`src/rtl/uart_rx.sv`:
```
// rtl/uart_rx.sv - 8N1 UART receiver, mid-bit sampling, done tick and framing-error pulse
module uart_rx #(
  parameter int c_clkfreq  = 100_000_000,
  parameter int c_baudrate = 10_000_000
) (
  input  logic       clk_i,
  input  logic       rstn_i,
  input  logic       rx_i,
  output logic [7:0] rx_dout_o,
  output logic       rx_done_tick_o,
  output logic       rx_active_o,
  output logic       frame_err_o
);

  localparam int          c_timerlim = c_clkfreq / c_baudrate;
  localparam logic [31:0] c_half_lim = 32'(c_timerlim / 2 - 1);
  localparam logic [31:0] c_bit_lim  = 32'(c_timerlim - 1);

  typedef enum logic [2:0] {S_IDLE, S_START, S_DATA, S_STOP, S_BREAK} state_t;

  state_t      state_q, state_d;
  logic [31:0] timer_q, timer_d;
  logic [2:0]  bitcnt_q, bitcnt_d;
  logic [7:0]  shreg_q, shreg_d;
  logic [7:0]  dout_q, dout_d;
  logic        done_q, done_d;
  logic        err_q, err_d;
  logic        sync1_q, rx_s;

  // Reset to the idle level so a reset never fabricates a start bit.
  always_ff @(posedge clk_i) begin
    if (!rstn_i) begin
      sync1_q <= 1'b1;
      rx_s    <= 1'b1;
    end else begin
      sync1_q <= rx_i;
      rx_s    <= sync1_q;
    end
  end

  always_ff @(posedge clk_i) begin
    if (!rstn_i) begin
      state_q  <= S_IDLE;
      timer_q  <= '0;
      bitcnt_q <= '0;
      shreg_q  <= '0;
      dout_q   <= '0;
      done_q   <= 1'b0;
      err_q    <= 1'b0;
    end else begin
      state_q  <= state_d;
      timer_q  <= timer_d;
      bitcnt_q <= bitcnt_d;
      shreg_q  <= shreg_d;
      dout_q   <= dout_d;
      done_q   <= done_d;
      err_q    <= err_d;
    end
  end

  always_comb begin
    state_d  = state_q;
    timer_d  = timer_q;
    bitcnt_d = bitcnt_q;
    shreg_d  = shreg_q;
    dout_d   = dout_q;
    done_d   = 1'b0;
    err_d    = 1'b0;
    case (state_q)
      S_IDLE: begin
        if (!rx_s) begin
          state_d = S_START;
          timer_d = '0;
        end
      end
      S_START: begin
        if (timer_q == c_half_lim) begin
          timer_d = '0;
          if (!rx_s) begin
            state_d  = S_DATA;
            bitcnt_d = '0;
          end else begin
            state_d = S_IDLE;
          end
        end else begin
          timer_d = timer_q + 32'd1;
        end
      end
      S_DATA: begin
        if (timer_q == c_bit_lim) begin
          shreg_d = {rx_s, shreg_q[7:1]};
          timer_d = '0;
          if (bitcnt_q == 3'd7) begin
            state_d  = S_STOP;
            bitcnt_d = '0;
          end else begin
            bitcnt_d = bitcnt_q + 3'd1;
          end
        end else begin
          timer_d = timer_q + 32'd1;
        end
      end
      S_STOP: begin
        // Leaving at mid-stop-bit lets any number of stop bits follow.
        if (timer_q == c_bit_lim) begin
          timer_d = '0;
          if (rx_s) begin
            dout_d  = shreg_q;
            done_d  = 1'b1;
            state_d = S_IDLE;
          end else begin
            err_d   = 1'b1;
            state_d = S_BREAK;
          end
        end else begin
          timer_d = timer_q + 32'd1;
        end
      end
      S_BREAK: begin
        if (rx_s) state_d = S_IDLE;
      end
      default: state_d = S_IDLE;
    endcase
  end

  assign rx_dout_o      = dout_q;
  assign rx_done_tick_o = done_q;
  assign frame_err_o    = err_q;
  assign rx_active_o    = (state_q == S_START) || (state_q == S_DATA) || (state_q == S_STOP);

endmodule

```
`config.mk`:
```
export PLATFORM = sky130hd
export DESIGN_NAME = uart_rx
export DESIGN_NICKNAME = d
export VERILOG_FILES = /design/src/rtl/uart_rx.sv
export SDC_FILE = /design/constraint.sdc
export NUM_CORES = 1
export LEC_CHECK = 0
export ABC_AREA = 1
export CAP_MARGIN = 0
export CORE_ASPECT_RATIO = 1.75
export CORE_UTILIZATION = 50
export DETAILED_ROUTE_END_ITERATION = 7
export GPL_ROUTABILITY_DRIVEN = 0
export HOLD_SLACK_MARGIN = 0.15
export PLACE_DENSITY = 0.66
export SETUP_SLACK_MARGIN = 0.15
export SKIP_LAST_GASP = 1
export SYNTH_ARGS = -nofsm -noshare
export SYNTH_HDL_FRONTEND = slang
export SYNTH_SLANG_ARGS = --single-unit
```
`constraint.sdc`:
```
create_clock -name clk_i -period 1.9 [get_ports clk_i]
set_input_delay 0.285 -clock clk_i [delete_from_list [all_inputs] [get_ports clk_i]]
set_output_delay 0.285 -clock clk_i [all_outputs]
set_load 0.005 [all_outputs]
```
Yosys cells after proc, flatten, opt, wreduce, memory -nomap -nowiden. Cells that the tools add are included.

Register bits after elaboration: 58. Output and inout bits: 11. Logic and storage cells: 57.

Add/sub/neg operators: 2. Eq/ne operators: 14. Mux-type cells: 20. Reduce and logical (&&, ||, !) cells: 12.

Operators with widths (number): 32-bit two-way mux (3); 32-bit case mux with 3 select lines (1); 3-bit two-way mux (11); 32-bit by 1-bit adder with 32-bit output (second input constant) (1); 32-bit by 3-bit == test with 1-bit output (second input constant) (1); 32-bit by 4-bit == test with 1-bit output (second input constant) (1); 3-bit case mux with 5 select lines (1); 2-bit inequality test (second input constant) (7); 3-bit by 2-bit == test with 1-bit output (second input constant) (2); 3-bit == test (second input constant) (2); 3-bit case mux with 2 select lines (1); 3-bit AND reduction (2); 6-bit AND reduction (1); 2-bit AND reduction (2); 4-bit AND reduction (1); 3-bit by 1-bit adder with 3-bit output (second input constant) (1); 3-bit by 1-bit == test with 1-bit output (second input constant) (1); 3-bit zero test (1); 3-bit nonzero test (1); 1-bit logical OR (2); 1-bit two-way mux (2); 2-bit two-way mux (1); 2-bit nonzero test (1); 2-bit OR reduction (1).

Depth between registers and ports, before layout. Gate-level depths: netlist of run 1.

Depth in word-level cells: 4. Gate-level depth with buffers: 11. Depth with buffers taken out: 11.

Worst setup path after synthesis of run 1. No wires, ideal clock.

Path kind: register to register. Start point: reg timer_q[0]. End point: reg timer_q[14]. Arrival: 1.416 ns. Required time: 1.785 ns. Path slack: 0.370 ns. Stages on the path, launching flop included: 10. Clock period less this slack: 1.530 ns. Path through: dfxtp_1 -> ha_1 -> nand3_1 -> inv_1 -> nand2_1 -> nor2_1 -> nand2_1 -> nor2_1 -> xnor2_1 -> nor2_1.

Longest elaborated chain between the ends: 3. Elaborated cells on any way between the ends: 6. Those cells by class: add/sub (1); eq/ne (2); mux (3).

RTL lines: from (decl) (RTL line 22) `logic [31:0] timer_q, timer_d;`; from (signal assigned) (RTL line 52) `timer_q <= timer_d;`; 32-bit by 1-bit adder with 32-bit output, or another cell as far along (RTL line 86, 100, 116); 32-bit two-way mux (on tied branches) (RTL line 90, 105, 77); 32-bit case mux with 3 select lines (*) (RTL line 69) `case (state_q)`.

Mark *: on every way between the ends. The rest lies on a longest branch, timed or not. A chain may end at the register's enable or synchronous reset.

Worst setup path after layout of run 1.
Start point: reg timer_q[1]. End point: reg bitcnt_q[0].

Longest elaborated chain between the ends: 3. Elaborated cells on any way between the ends: 5. Those cells by class: eq/ne (4); reduce/logical (1).

RTL lines: 32-bit by 4-bit == test with 1-bit output or 32-bit by 3-bit == test with 1-bit output (tied branches) (RTL line 90, 77); 2-bit inequality test (no line); 4-bit AND reduction (no line) (*); to (signal assigned) (RTL line 53) `bitcnt_q <= bitcnt_d;`; to (decl) (RTL line 23) `logic [2:0] bitcnt_q, bitcnt_d;`.

Marked as above.

==> results.txt, run 1 <==
final setup fails = 0
mux share of post-synthesis cell area = 0
Worst Path Max Fanout = 7
end-of-flow core utilization = 0.6467
post-synth net total = 469
largest family of logic cells by synthesized area = simple AND/OR/NAND/NOR gates
reported max-cap violation count = 0
static leakage = 0.001557 uW
worst-case clock skew = 0.008148 ns
First DRT Iteration DRCs = 122
area share of the leading cell type in the synthesized netlist = 0.3768
core region area = 0.005926 mm2
number of standard cells in the final layout excluding fillers = 582
Routed WL per cell = 14.29 um
most used cells in the layout excluding fill and tap cells = sky130_fd_sc_hd__nand2_1 (97), sky130_fd_sc_hd__nor2_1 (85), sky130_fd_sc_hd__dfxtp_1 (52)
half-perimeter wire length of the detailed placement result = 6054 um
Initial Util = 0.5201
Worst Max-Slew Pin Slew = 0.4616 ns
DIE AREA = 0.006494 mm2
netlist area before placement = 0.003082 mm2
part of the total power dissipated in combinational logic = 0.120
Sink Count = 58
global routing usage summed across all routing layers = 0.2938
min cycle time layout = 1.681 ns
worst stage delay on the critical path = 0.33 ns
Primary FF master, synth = sky130_fd_sc_hd__dfxtp_1
most prevalent standard cell on the critical path = sky130_fd_sc_hd__nor2_4
average cell area after synthesis = 6.685 um2
most frequent standard cell in the layout excluding fill and tap cells = sky130_fd_sc_hd__nand2_1
XOR/XNOR share of the synthesized area = 0.04547
cell-internal power = 2113 uW
setup total negative slack = 0 ns
antenna violations before repair = 0
path category of the worst min-delay check = flop to flop
cell with the largest stage delay on the worst path = sky130_fd_sc_hd__dfxtp_2
register bit total from synthesis = 58
Adder-Cell Fraction of Synth Area = 0.02030
worst-skew pair later-pin latency = 0.35 ns
antenna fix cells = 0
die height = 105.9 um
via density per instance = 5.344
1st-pass router iterations = 4
RSZ-0062 raised after global routing = true
Synth Area in Compound Gates = 0.1015
simple-gate portion of the synthesized area = 0.3861
cell at the root of the clock tree = sky130_fd_sc_hd__clkbuf_8
type of element launching the critical path = flop
count of mapped cells out of synthesis = 461
number of I/O pins = 14
critical path cell sequence = inv_2 > ha_4 > nand3_4 > nor2_4 > nand2_4 > nor2_8 > nor2_4 > nor2_4 > nand2_2 > nand2_1 > a21oi_1
routed wire length = 8319 um
power per cell area = 746.3 mW/mm2
Antenna Nets Post-Route = 0
share of flip-flops with an asynchronous set or reset after synthesis = 0
result of the run = finished clean
relative contribution of sequential cells to total power = 0.435
Final Net Count = 507
total instance count after detailed placement = 562
IO buf count = 13
Distinct cells, synth = 35
Clk network pwr share = 0.445
share of layout cells above drive strength 1 = 0.1944
start-to-end type of the worst setup path = flop to flop
VDD IR-drop max = 572.0 uV
width of the die = 61.35 um
Hold Vio Cnt, Final = 0
number of synthesized flops with an enable pin = 0
pin count of the biggest net entering global routing = 17
fraction of power spent switching nets = 0.2613
wire length of the first global-routing pass = 13,900 um
number of rows in the core area = 37
share of synthesized area occupied by flip-flops and latches = 0.3768
post-CTS clock slew at the launch and capture registers of the worst setup and hold paths = 0.07 ns
normalized max-slew margin = 0.6890
via count of the routed design = 3,110
worst endpoint required time = 2.14 ns
Final Max Slew Viols = 0
clock tree from TritonCTS = built
Pwr Total = 2860 uW
warning count from the yosys run = 0
share of the clock period used by the worst path = 0.8847
cell type with the highest aggregate area in the netlist = sky130_fd_sc_hd__dfxtp_1
fill cell count = 578
most area-consuming cells after synthesis = sky130_fd_sc_hd__dfxtp_1 (38%), sky130_fd_sc_hd__nand2_1 (13%), sky130_fd_sc_hd__nor2_1 (12%)
arrival time of the worst setup path = 1.92 ns
vias in the first global route = 3,110
Min Hold Slack = 0.4225 ns
Clock H-tree levels = 3
achievable frequency = 594.9 MHz
aggregate global routing overflow = 0
area growth from synthesis to final layout = 24.36%
switching power = 747.5 uW
DRC errors left = 0
Crit. End Element = flop
Clock Tree Buf Depth = 2
total CTS buffers = 9
path summary, 6_finish.rpt:
kind	endpoint	slack (ns)	cells past startpoint	startpoint
worst max-delay path	bitcnt_q[0]	0.22	11	timer_q[1]
worst min-delay path	rx_s	0.42	1	sync1_q
worst max register to register	bitcnt_q[0]	0.22	11	timer_q[1]
worst min register to register	rx_s	0.42	1	sync1_q
cells in the mapped netlist, types with 2 or more instances:
cell type,count
sky130_fd_sc_hd__nor2_4,2
sky130_fd_sc_hd__a21oi_2,2
sky130_fd_sc_hd__nand4_1,3
sky130_fd_sc_hd__and3_1,3
sky130_fd_sc_hd__nand2_1,105
sky130_fd_sc_hd__ha_1,5
sky130_fd_sc_hd__nor2_2,5
sky130_fd_sc_hd__o22ai_1,2
sky130_fd_sc_hd__dfxtp_1,58
sky130_fd_sc_hd__buf_2,2
sky130_fd_sc_hd__or2_2,3
sky130_fd_sc_hd__clkbuf_1,5
sky130_fd_sc_hd__a21oi_1,24
sky130_fd_sc_hd__nand2_2,2
sky130_fd_sc_hd__o21ai_2,2
sky130_fd_sc_hd__xnor2_1,7
sky130_fd_sc_hd__nand3_1,37
sky130_fd_sc_hd__o21ai_1,6
sky130_fd_sc_hd__xor2_1,9
sky130_fd_sc_hd__inv_1,38
sky130_fd_sc_hd__o21ai_0,16
sky130_fd_sc_hd__nor3_1,14
sky130_fd_sc_hd__buf_4,3
sky130_fd_sc_hd__nor2_1,97
per-layer routing:
metal  vias to the layer above  global-route usage  share of wire
li1                       1549                   -              -
met1                      1428              0.2822           0.36
met2                        89              0.4884           0.53
met3                        44             0.09080          0.039
met4                         0              0.2317          0.070
met5                         -                   0              0
cell type report:
type,instances,area [um2],share of cell area
inverters,40,152.6,0.03983
multi-input cells,353,1873,0.4887
flip-flops and latches,58,1174,0.3062
repair buffers,37,316.6,0.08260
well taps,78,97.59,0.02547
clock buffers,11,141.4,0.03689
clock inverters,5,77.57,0.02024
sequential cells by signal (all words and copies together), names as in the netlist:
register,cells
shreg_q,8
rx_done_tick_o,1
sync1_q,1
timer_q,32
rx_s,1
rx_dout_o,8
bitcnt_q,3
frame_err_o,1
state_q,3
kinds of logic after synthesis:
kind of cell | Yosys count
compound gates | 56
xor+xnor | 16
buf+inv | 51
flops | 58
simple gates | 275
fa+ha+maj | 5
per-stage QoR:
step           setup WS [ns]  area (um2)
3_3_place_gp         0.06329        3405
5_1_grt              0.07828        3832
6_report              0.2190        3832
2_1_floorplan         0.3697        3082
3_5_place_dp        0.003770        3405
4_1_cts            -0.001429        3684
critical path: cells and delay by family, from the launching register on:
kind            cells  cell delay [ns]
fa+ha+maj           1             0.15
buf+inv             1             0.09
compound gates      1             0.06
simple gates        8             0.96
flops               1             0.33
power groups by stage:
stage	sequential, uW	combinational (uW)	clock [uW]
floorplan	1270	203	0
global placement	1270	284	0
detailed placement	1270	289	0
CTS	1240	314	1300
global route	1240	379	1360
finish	1240	343	1270
what timing repair did:
| action | in CTS | in global routing |
|---|---|---|
| cloned | 1 | 0 |
| pin swaps | 4 | 13 |
| buffers inserted | 2 | 1 |
| hold buffers | 0 | 0 |
| resized for setup | 10 | 43 |
| setup endpoints to repair | 45 | 51 |
(Power assumes the default switching activity.)
==> run 2: changes to the inputs <==
Settings changed: CORE_MARGIN set to 10.
==> run 2 against run 1 <==
Die area grew 51%. Worst setup slack lost 0.018 ns. Utilization shrank 0.19 points. Fmax shrank 1.1%. Largest cell class unchanged. Largest power group unchanged.
==> results.txt, run 2 (synthesis gave the netlist of run 1 again) <==
cell at the root of the clock tree = sky130_fd_sc_hd__clkbuf_8
cts-stage hold buffer count = 0 (unchanged)
largest register by flop count = timer_q
via count of the routed design = 3,081 (-0.93%)
half-perimeter wire length of the detailed placement result = 6148 um (+1.6%)
clock tree from TritonCTS = built
normalized max-slew margin = 0.6745 (-0.01446)
critical path cell sequence = inv_1 > ha_1 > nand3_1 > nor2_2 > nand2_1 > o21ai_4 > o211ai_4 > buf_4 > nand3_1 > inv_1
First DRT Iteration DRCs = 186 (+52%)
achievable frequency = 588.4 MHz (-1.1%)
Initial Util = 0.5201 (unchanged)
min cycle time layout = 1.699 ns (+0.01846 ns)
minimum setup slack in the final design = 0.2006 ns (-0.01846 ns)
width of the die = 79.35 um (+29%)
type of element launching the critical path = flop
worst-skew pair later-pin latency = 0.34 ns (about the same)
worst-case clock skew = 0.008758 ns (+0.0006104 ns)
via density per instance = 5.258 (-1.6%)
Clock H-tree levels = 3 (unchanged)
Clock Tree Buf Depth = 2 (unchanged)
path category of the worst min-delay check = flop to flop
post-CTS clock slew at the launch and capture registers of the worst setup and hold paths = 0.07 ns (about the same)
share of layout cells above drive strength 1 = 0.1909 (-0.003500)
die height = 123.9 um (+17%)
number of flip-flops in the largest register = 32 (unchanged)
pin count of the biggest net entering global routing = 18 (+1)
total area of sequential cells = 0.001175 mm2 (+0.11%)
Final Net Count = 511 (+0.79%)
cell with the largest stage delay on the worst path = sky130_fd_sc_hd__dfxtp_2
Final Max Slew Viols = 0 (unchanged)
number of I/O pins = 14 (unchanged)
number of rows in the core area = 37 (unchanged)
setup slack at placement = -0.005396 ns (-0.009167 ns)
most used cells in the layout excluding fill and tap cells = sky130_fd_sc_hd__nand2_1 (100), sky130_fd_sc_hd__nor2_1 (89), sky130_fd_sc_hd__dfxtp_1 (49)
Routed WL per cell = 14.44 um (+1.0%)
core region area = 0.005926 mm2 (unchanged)
wire length of the first global-routing pass = 13,940 um (+0.29%)
worst stage delay on the critical path = 0.35 ns (+0.02 ns)
Hold Vio Cnt, Final = 0 (unchanged)
Crit. End Element = flop
RSZ-0062 raised after global routing = true
share of the clock period used by the worst path = 0.8944 (+0.009713)
Antenna Nets Post-Route = 0 (unchanged)
1st-pass router iterations = 4 (unchanged)
Worst Path Max Fanout = 5 (-2)
dominant delay contributor by cell family on the critical path = compound AO/OA/AOI/OAI gates
aggregate global routing overflow = 0 (unchanged)
DIE AREA = 0.009827 mm2 (+51%)
power per cell area = 748.9 mW/mm2 (+0.35%)
area occupied by multi-input gates = 0.001834 mm2 (-2.1%)
most frequent standard cell in the layout excluding fill and tap cells = sky130_fd_sc_hd__nand2_1
routed wire length = 8461 um (+1.7%)
start-to-end type of the worst setup path = flop to flop
result of the run = finished clean
worst endpoint required time = 2.14 ns (about the same)
global routing usage summed across all routing layers = 0.1801 (-0.1138)
area growth from synthesis to final layout = 23.99%
buffers plus inverters on the worst setup path = 3 (+2)
antenna fix cells = 0 (unchanged)
IO buf count = 13 (unchanged)
vias in the first global route = 3,126 (+0.51%)
Min Hold Slack = 0.4366 ns (+0.01406 ns)
antenna violations before repair = 0 (unchanged)
total CTS buffers = 9 (unchanged)
arrival time of the worst setup path = 1.94 ns (+0.02 ns)
Pwr Total = 2862 uW (about the same)
final setup fails = 0 (unchanged)
reported max-cap violation count = 0 (unchanged)
DRC errors left = 0 (unchanged)
Worst Max-Slew Pin Slew = 0.4831 ns (+0.02146 ns)
Sink Count = 58 (unchanged)
static leakage = 0.001570 uW (+0.83%)
fill cell count = 569 (-1.6%)
VDD IR-drop max = 702.5 uV (+23%)
-- run 2: worst register-to-register path, cell delays in order, from the launching register on --
cell and delay (ns):
sky130_fd_sc_hd__dfxtp_2 0.35, sky130_fd_sc_hd__inv_1 0.08, sky130_fd_sc_hd__ha_1 0.15, sky130_fd_sc_hd__nand3_1 0.10, sky130_fd_sc_hd__nor2_2 0.11, sky130_fd_sc_hd__nand2_1 0.12, sky130_fd_sc_hd__o21ai_4 0.26, sky130_fd_sc_hd__o211ai_4 0.15
sky130_fd_sc_hd__buf_4 0.18, sky130_fd_sc_hd__nand3_1 0.07, sky130_fd_sc_hd__inv_1 0.04
-- run 2: power breakdown --
part | switching [uW] | internal, uW | total, uW
Combinational | 235 | 117 | 352
Sequential | 14.3 | 1230 | 1240
Clock | 496 | 770 | 1270
Total | 745 | 2120 | 2860
-- run 2: layer usage --
metal | GRT usage | vias to the layer above | wire length (um)
met3 | 0.03680 | 31 | 332
li1 | - | 1560 | -
met2 | 0.3422 | 74 | 4701
met1 | 0.1608 | 1416 | 2997
met4 | 0.1363 | 0 | 429
met5 | 0 | - | 0
-- run 2: area by class of cell --
type / count / share of cell area
clock buffers: 11 / 0.03700
clock inverters: 5 / 0.02030
inverters: 40 / 0.03995
multi-input cells: 354 / 0.4800
flip-flops and latches: 58 / 0.3075
well taps: 78 / 0.02554
repair buffers: 40 / 0.08972
-- run 2: path summary, 6_finish.rpt --
kind / slack, ns / to / cells after the start / from
hold reg to reg: 0.44 / rx_s / 1 / sync1_q
setup / recovery: 0.20 / timer_q[2] / 10 / timer_q[0]
hold / removal: 0.44 / rx_s / 1 / sync1_q
setup reg to reg: 0.20 / timer_q[2] / 10 / timer_q[0]
-- run 2: what timing repair did --
action | in CTS | in global routing
endpoints found under the setup margin | 44 | 52
gates resized for setup | 10 | 34
pin swaps | 3 | 14
gates cloned | 1 | 1
setup buffers | 1 | 5
-- run 2: through the flow --
step | utilization | cell area (um2) | TNS, ns | cells
final | 0.6448 | 3821 | 0 | 586
after global routing | 0.6448 | 3821 | 0 | 586
after CTS | 0.6206 | 3677 | -0.01592 | 580
after detailed placement | 0.5745 | 3405 | -0.005396 | 562
after global placement | 0.5745 | 3405 | 0 | 562
after floorplan | - | 3082 | 0 | 461
==> run 3: changes to the inputs <==
Settings changed: ABC_CLOCK_PERIOD_IN_PS set to 1900.
==> results of run 3 <==
No change in the layout: final DEF, timing and power equal those of run 2.
